`src/rtl/serial_nibble_rx_pkg.sv`:
```
// Shared state encoding and default sizing for the serial nibble receiver.
package serial_nibble_rx_pkg;

    localparam int unsigned DEF_DATA_W       = 4;
    localparam int unsigned DEF_CLKS_PER_BIT = 4;

    typedef enum logic [2:0] {
        IDLE    = 3'd0,
        START   = 3'd1,
        DATA    = 3'd2,
        PARITY  = 3'd3,
        STOP    = 3'd4,
        WAIT_HI = 3'd5
    } rx_state_t;

endpackage

```
`src/rtl/serial_bit_timer.sv`:
```
// Modulo-CLKS_PER_BIT bit-period counter with clear and terminal/half-point flags.
module serial_bit_timer #(
    parameter int unsigned CLKS_PER_BIT = 4,
    parameter int unsigned CNT_W        = 2
) (
    input  logic             Clk,
    input  logic             Rst,
    input  logic             clr,
    output logic [CNT_W-1:0] cnt,
    output logic             terminal,
    output logic             half
);

    assign terminal = (cnt == CNT_W'(CLKS_PER_BIT - 1));
    assign half     = (cnt == CNT_W'(CLKS_PER_BIT / 2 - 1));

    always_ff @(posedge Clk) begin
        if (Rst || clr || terminal) begin
            cnt <= '0;
        end else begin
            cnt <= cnt + 1'b1;
        end
    end

endmodule

```
`src/rtl/serial_nibble_rx.sv`:
```
// Serial frame receiver: start, DATA_W bits LSB first, stop; strobes Load on a good word.
// Optional even-parity bit between data and stop when SIN_PARITY_EN is defined.
module serial_nibble_rx
    import serial_nibble_rx_pkg::*;
#(
    parameter int unsigned DATA_W       = DEF_DATA_W,
    parameter int unsigned CLKS_PER_BIT = DEF_CLKS_PER_BIT
) (
    input  logic              Clk,
    input  logic              Rst,
    input  logic              Sin,
    output logic [DATA_W-1:0] Dout,
    output logic              Load,
    output logic              FrameErr,
    output logic              Busy
);

    localparam int unsigned CNT_W = $clog2(CLKS_PER_BIT);
    localparam int unsigned IDX_W = $clog2(DATA_W);

    rx_state_t         state;
    logic              sin_q;
    logic [DATA_W-1:0] shreg;
    logic [IDX_W-1:0]  idx;
    logic [CNT_W-1:0]  cnt;
    logic              terminal;
    logic              half;
    logic              timer_clr;

    // Data/parity/stop transitions land on the terminal count, where the timer wraps by itself.
    always_comb begin
        timer_clr = 1'b0;
        if (state == IDLE || state == WAIT_HI || (state == START && half)) begin
            timer_clr = 1'b1;
        end
    end

    serial_bit_timer #(
        .CLKS_PER_BIT (CLKS_PER_BIT),
        .CNT_W        (CNT_W)
    ) u_timer (
        .Clk      (Clk),
        .Rst      (Rst),
        .clr      (timer_clr),
        .cnt      (cnt),
        .terminal (terminal),
        .half     (half)
    );

    always_ff @(posedge Clk) begin
        if (Rst) begin
            state    <= IDLE;
            sin_q    <= 1'b1;
            shreg    <= '0;
            idx      <= '0;
            Dout     <= '0;
            Load     <= 1'b0;
            FrameErr <= 1'b0;
            Busy     <= 1'b0;
        end else begin
            sin_q    <= Sin;
            Load     <= 1'b0;
            FrameErr <= 1'b0;
            case (state)
                IDLE: begin
                    if (!sin_q) begin
                        state <= START;
                        Busy  <= 1'b1;
                    end
                end
                START: begin
                    if (half) begin
                        if (sin_q) begin
                            state <= IDLE;
                            Busy  <= 1'b0;
                        end else begin
                            state <= DATA;
                            idx   <= '0;
                        end
                    end
                end
                DATA: begin
                    if (terminal) begin
                        shreg <= {sin_q, shreg[DATA_W-1:1]};
                        idx   <= idx + 1'b1;
                        if (idx == IDX_W'(DATA_W - 1)) begin
`ifdef SIN_PARITY_EN
                            state <= PARITY;
`else
                            state <= STOP;
`endif
                        end
                    end
                end
`ifdef SIN_PARITY_EN
                PARITY: begin
                    if (terminal) begin
                        if (sin_q != ^shreg) begin
                            FrameErr <= 1'b1;
                            if (sin_q) begin
                                state <= IDLE;
                                Busy  <= 1'b0;
                            end else begin
                                state <= WAIT_HI;
                            end
                        end else begin
                            state <= STOP;
                        end
                    end
                end
`endif
                STOP: begin
                    if (terminal) begin
                        if (sin_q) begin
                            Dout  <= shreg;
                            Load  <= 1'b1;
                            state <= IDLE;
                            Busy  <= 1'b0;
                        end else begin
                            FrameErr <= 1'b1;
                            state    <= WAIT_HI;
                        end
                    end
                end
                WAIT_HI: begin
                    // A held-low break must not be mistaken for a new start bit.
                    if (sin_q) begin
                        state <= IDLE;
                        Busy  <= 1'b0;
                    end
                end
                default: begin
                    state <= IDLE;
                    Busy  <= 1'b0;
                end
            endcase
        end
    end

endmodule

```
`config.mk`:
```
export PLATFORM = sky130hd
export DESIGN_NAME = serial_nibble_rx
export DESIGN_NICKNAME = d
export VERILOG_FILES = /design/src/rtl/serial_nibble_rx_pkg.sv /design/src/rtl/serial_bit_timer.sv /design/src/rtl/serial_nibble_rx.sv
export SDC_FILE = /design/constraint.sdc
export NUM_CORES = 1
export LEC_CHECK = 0
export ABC_AREA = 1
export CAP_MARGIN = 15
export CORE_MARGIN = 2
export CORE_UTILIZATION = 48
export CTS_BUF_LIST = sky130_fd_sc_hd__clkbuf_4 sky130_fd_sc_hd__clkbuf_8 sky130_fd_sc_hd__clkbuf_16
export DETAILED_ROUTE_END_ITERATION = 16
export PLACE_DENSITY = 0.76
export SYNTH_ARGS = -nofsm -noshare
export SYNTH_HDL_FRONTEND = slang
export SYNTH_HIERARCHICAL = 1
export SYNTH_SLANG_ARGS = --single-unit
```
`constraint.sdc`:
```
create_clock -name Clk -period 1.35 [get_ports Clk]
set_input_delay 0.405 -clock Clk [delete_from_list [all_inputs] [get_ports Clk]]
set_output_delay 0.405 -clock Clk [all_outputs]
set_load 0.02 [all_outputs]
```
# Yosys cells after proc, flatten, opt, wreduce, memory -nomap -nowiden
# Cells that the tools add are included.
dict set report totals {
  regBits 19
  in_bits 3
  out_inout_bits 7
  wordCells 62
}
dict set report op_classes {
  add_sub_neg 2
  n_eq_ne 14
  mux 21
  bitwise_logic 3
  reduce_logical 13
}
# op n
set ops {}
lappend ops {{two-way mux 3 bit} 7}
lappend ops {{one-hot mux 3 bit (5 select lines)} 1}
lappend ops {{inequality test 2 bit (second input constant)} 5}
lappend ops {{two-way mux 2 bit} 4}
lappend ops {{AND reduction 4 bit} 2}
lappend ops {{two-way mux 1 bit} 7}
lappend ops {{== test 3 bit (second input constant)} 2}
lappend ops {{AND reduction 6 bit} 1}
lappend ops {{one-hot mux 1 bit (5 select lines)} 1}
lappend ops {{adder 2 x 1 -> 2 bit (second input constant)} 2}
lappend ops {{== test 2 bit (second input constant)} 2}
lappend ops {{logical OR 1 bit} 4}
lappend ops {{inequality test 2 x 1 -> 1 bit (second input constant)} 2}
lappend ops {{one-hot mux 2 bit (2 select lines)} 1}
lappend ops {{== test 3 x 1 -> 1 bit (second input constant)} 1}
lappend ops {{== test 3 x 2 -> 1 bit (second input constant)} 1}
lappend ops {{logical NOT 3 bit} 1}
lappend ops {{inverter 1 bit} 3}
lappend ops {{AND reduction 3 bit} 1}
lappend ops {{OR reduction 3 bit} 1}
lappend ops {{== test 2 x 1 -> 1 bit (second input constant)} 1}
lappend ops {{AND reduction 2 bit} 1}
lappend ops {{nonzero test 2 bit} 1}
lappend ops {{logical AND 1 bit} 1}

# Depth between registers and ports, before layout
dict set report logic_depth {
  depth_word 6
  ltp_mapped 9
  mapped_depth_nobuf 9
}

# Hierarchy
# Netlist, hierarchy kept.
# module instances cells_per_inst area_per_inst_um2
set modules_own_cells {}
lappend modules_own_cells {serial_nibble_rx 1 108 804.5}
lappend modules_own_cells {serial_bit_timer 1 10 87.6}

# Worst setup path after synthesis
# Ideal clock, no wire load.
dict set report synth_path {
  path_kind {reg-to-reg}
  start {reg u_timer.cnt[0]}
  end {reg state[0]}
  setup_time_ns 0.115
  arrival_ns 1.188
  setup_slack_ns 0.047
  path_stages_with_launch 10
  path_buffers 1
  period_less_slack_ns 1.303
  cell_sequence {dfxtp_1 > ha_1 > buf_2 > inv_1 > nand3_1 > nand2_2 > nor2_4 > nand3_1 > nand2_1 > nor2_1}
}
dict set report synth_via {
  elab_chain_cells 3
  word_cells_on_any_way 6
  cone_classes {eq/ne: 5; reduce/logical: 1}
}
# item line
set synth_rtl {}
lappend synth_rtl {{start, declared} serial_bit_timer.sv:9} ;# output logic [CNT_W-1:0] cnt,
lappend synth_rtl {{start signal, assigned} serial_bit_timer.sv:21} ;# cnt <= cnt + 1'b1;
lappend synth_rtl {{== test 2 bit *} serial_bit_timer.sv:14} ;# assign terminal = (cnt == CNT_W'(CLKS_PER_BIT - 1));
lappend synth_rtl {{named net terminal} serial_nibble_rx.sv:26} ;# logic terminal;
lappend synth_rtl {{inequality test 2 x 1 -> 1 bit (no source line)} -}
lappend synth_rtl {{AND reduction 6 bit (no source line) *} -}
lappend synth_rtl {{end signal, assigned} serial_nibble_rx.sv:52} ;# state <= IDLE;
lappend synth_rtl {{end signal, assigned} serial_nibble_rx.sv:67} ;# state <= START;
lappend synth_rtl {{end signal, assigned} serial_nibble_rx.sv:74} ;# state <= IDLE;
lappend synth_rtl {{end, declared} serial_nibble_rx.sv:21} ;# rx_state_t state;
# Mark *: on every way through the listed nets, which the timed path passes. The rest lies on a longest branch.
# A chain may end at the register's enable or synchronous reset.

# Final worst setup path
dict set report layout_path {
  start {reg u_timer.cnt[1]}
  end {reg state[0]}
}
dict set report layout_via {
  elab_chain_cells 3
  word_cells_on_any_way 6
  cone_classes {eq/ne: 5; reduce/logical: 1}
}
# item line
set layout_rtl {}
lappend layout_rtl {{== test 2 x 1 -> 1 bit} serial_bit_timer.sv:15} ;# assign half = (cnt == CNT_W'(CLKS_PER_BIT / 2 - 1));
lappend layout_rtl {{named net half} serial_nibble_rx.sv:27} ;# logic half;
lappend layout_rtl {{inequality test 2 bit (no source line)} -}
lappend layout_rtl {{AND reduction 6 bit (no source line)} -}
# The timed path passes the listed nets, and every way through them passes these cells.

==> results_dict.tcl <==
set metrics [dict create \
    synth.mux.area_fraction_pct 0 \
    ctsHoldBuffers 0 \
    fin_util_pct 60.14 \
    setup_ws_ps 45.42 \
    skew_ps 9.914 \
    layout.area.seq_sq_um 387.9 \
    min_path_type "reg2reg" \
    pwr-share-comb_pct 37.3 \
    synth-simple-area-share_pct 31.70 \
    synth_fa_ha_area_share_pct 4.208 \
    top_usage_layer "met2" \
    fp.dieArea_sq_mm 0.002219 \
    routed_wirelength_um 1807 \
    slew_violations 0 \
    end_kind "register" \
    htree_levels 1 \
    p_clk_share_pct 17.9 \
    path_buf_inv 1 \
    post-dp-hpwl_um 1323 \
    cts_sinks 19 \
    max_stage_delay_ps 350 \
    vias_per_cell 4.981 \
    switching_share_pct 39.97 \
    synth_seq_cells 19 \
    fmaxAchievable_mhz 766.5 \
    worstPathRequired_ps 1560 \
    cts_max_path_buffers 2 \
    die_w_um 47.11 \
    mostFrequentLayoutCells "inv_1 (16), dfxtp_1 (15), nand2_1 (15), a21oi_1 (13), nand3_1 (13)" \
    grt_use_total_pct 19.46 \
    ant_nets 0 \
    place.gp.congestion 0.8874 \
    pin_count 10 \
    finalCritPeriodShare_pct 96.64 \
    p_per_area_mw_per_mm2 1555 \
    antenna_found_initial 0 \
    finalHoldViolCount 0 \
    fillers 171 \
    globalRouteOverflowTotal 0 \
    synth.yosys.seq_area_share_pct 42.64 \
    mappedNetlistArea_sq_um 892.1 \
    ctsRootBufferMaster "clkbuf_4" \
    switchingPower_mw 0.6524 \
    reg2reg_depth 9 \
    drc 0 \
    drt_pass1_iterations 4 \
    worstHoldPathCells 2 \
    setup_viol 0 \
    synth.distinct_cells 23 \
    post-place-ws_ps -31.84 \
    gr-usage-met3_pct 4.615 \
    p_int_mw 0.9797 \
    crit_cells 9 \
    seqPwrFrac_pct 44.7 \
    syn-instance-count 118 \
    synthXorXnorAreaFrac_pct 0 \
    period_minus_slack_ps 1305 \
    final_nets 140 \
    core_area_sq_mm 0.001745 \
    syn_area_per_cell_sq_um 7.560 \
    arrival_ps 1510 \
    maxCapViolCount 0 \
    synth_compound_area_share_pct 11.64 \
    p_leak_nw 0.4722 \
    synth_nets 124 \
    grt_pass1_vias 674 \
    grt_use_met2_pct 32.60 \
    clk-insertion-delay-late_ps 300 \
    crit_type "reg2reg" \
    syn_to_final_growth_pct 17.67 \
    insertedDiodeCount 0 \
    yosysWarnings 6 \
    synth_edf_count 0 \
    worstPathMaxFanout 5 \
    wl_per_cell_um 11.44 \
    cp-start-kind "register" \
    rrSetupSlack_ps 50 \
    path_cells "inv_1 -> ha_1 -> nor2_2 -> nand2_2 -> nand2_2 -> nor2_4 -> nand3_1 -> nand2_1 -> nor2_1" \
    numPortBuffers 9 \
    grt_pass1_wl_um 2994 \
    crit_top_cell "nand2_2" \
    ys_async_sr_fraction_pct 0 \
    crit_path_top_delay_cell "dfxtp_2" \
    synthFlopType "dfxtp_1" \
    synth.area.top_cells "dfxtp_1 (43%), a21oi_1 (7.3%), nand3_1 (7.3%)" \
    status "completed" \
    drt-initial-drc-count 25 \
    yosysTopAreaCellShare_pct 42.64 \
    num_rows 15 \
    cts_tree "done" \
    cts_buffers 3 \
    synth_top_family_by_area "simple AND/OR/NAND/NOR gates" \
    final_common_cell "inv_1" \
    multi_input_area_sq_um 439.2 \
    rsz0062_at_grt "true" \
    crit_family "simple AND/OR/NAND/NOR gates" \
    die_h_um 47.11 \
    start_util_pct 51.11 \
    path_clk_slew_ps 120 \
    use_met1_pct 24.53 \
    worstMarginPinSlew_ps 294.1 \
    slew_headroom_pct 80.37 \
    drive_above_1_share_pct 27.82 \
    ir_drop_mv 1.076 \
    dr_total_vias 787 \
    yosysTopAreaCell "dfxtp_1" \
    grt_max_degree 12 \
    finalSetupTns_ps 0 \
]
power groups by stage:
stage	sequential [mW]	combinational (mW)	clock (mW)
after floorplan	0.695	0.468	0
after global placement	0.713	0.558	0
after detailed placement	0.718	0.571	0
after CTS	0.712	0.583	0.302
after global routing	0.737	0.682	0.331
final	0.730	0.609	0.293
Yosys cell counts, types with 2 or more instances:
cell      instances
nor2_4            2
inv_1            16
nand3_1          13
ha_1              3
nand3b_1          2
nand4_1           2
nand2_2           5
nor2_2            2
nor2_1            9
nand2_1          15
inv_2             2
a21oi_1          13
dfxtp_1          19
o21ai_1           6
registers in the layout (all words and copies together) (netlist names):
signal,cells
Dout,4
shreg,4
state,3
idx,2
u_timer/cnt,2
Busy,1
FrameErr,1
Load,1
sin_q,1
routing by layer:
layer / wire length, um / vias up
li1: - / 410
met1: 825 / 347
met2: 868 / 28
met3: 97 / 2
met4: 15 / 0
met5: 0 / -
timing repair:
| item | 4_1_cts | 5_1_grt |
|---|---|---|
| endpoints found under the hold margin | 0 | 0 |
| gates resized for setup | 22 | 12 |
| gates cloned | 0 | 0 |
| setup buffers | 0 | 1 |
| endpoints found under the setup margin | 9 | 11 |
| pin swaps | 0 | 2 |
through the flow:
step / area (sq um) / std cells / total power [mW] / hold slack, ps
global route: 1050 / 158 / 1.750 / 488.2
CTS: 1066 / 157 / 1.597 / 438.4
floorplan: 892.1 / 118 / 1.163 / 421.4
finish: 1050 / 158 / 1.632 / 447.0
global placement: 1027 / 153 / 1.271 / 433.9
detailed placement: 1027 / 153 / 1.289 / 437.0
cells by family (layout without fill, tap and decap cells):
group / Yosys count / after routing
AO/OA/AOI/OAI: 20 / 20
AND/OR/NAND/NOR: 54 / 54
flip-flops: 19 / 19
buffers and inverters: 22 / 37
adder cells (fa/ha/maj): 3 / 3
worst register-to-register path, stage by stage (launching register included):
cell     delay (ps)
dfxtp_2         350
inv_1            60
ha_1            180
nor2_2           50
nand2_2         120
nand2_2          80
nor2_4          150
nand3_1         110
nand2_1          80
nor2_1           50
cell type report:
| class | instances | area share [%] |
|---|---|---|
| repair buffers | 14 | 8.820 |
| clock buffers | 3 | 2.145 |
| inverters | 19 | 6.794 |
| clock inverters | 1 | 0.4768 |
| multi-input cells | 77 | 41.84 |
| well taps | 25 | 2.980 |
| flip-flops and latches | 19 | 36.95 |
final timing paths:
check	to	startpoint
setup / recovery	state[0]	u_timer/cnt[1]
setup reg to reg	state[0]	u_timer/cnt[1]
hold reg to reg	Dout[3]	Dout[3]
hold / removal	Dout[3]	Dout[3]
(Power assumes the default switching activity.)
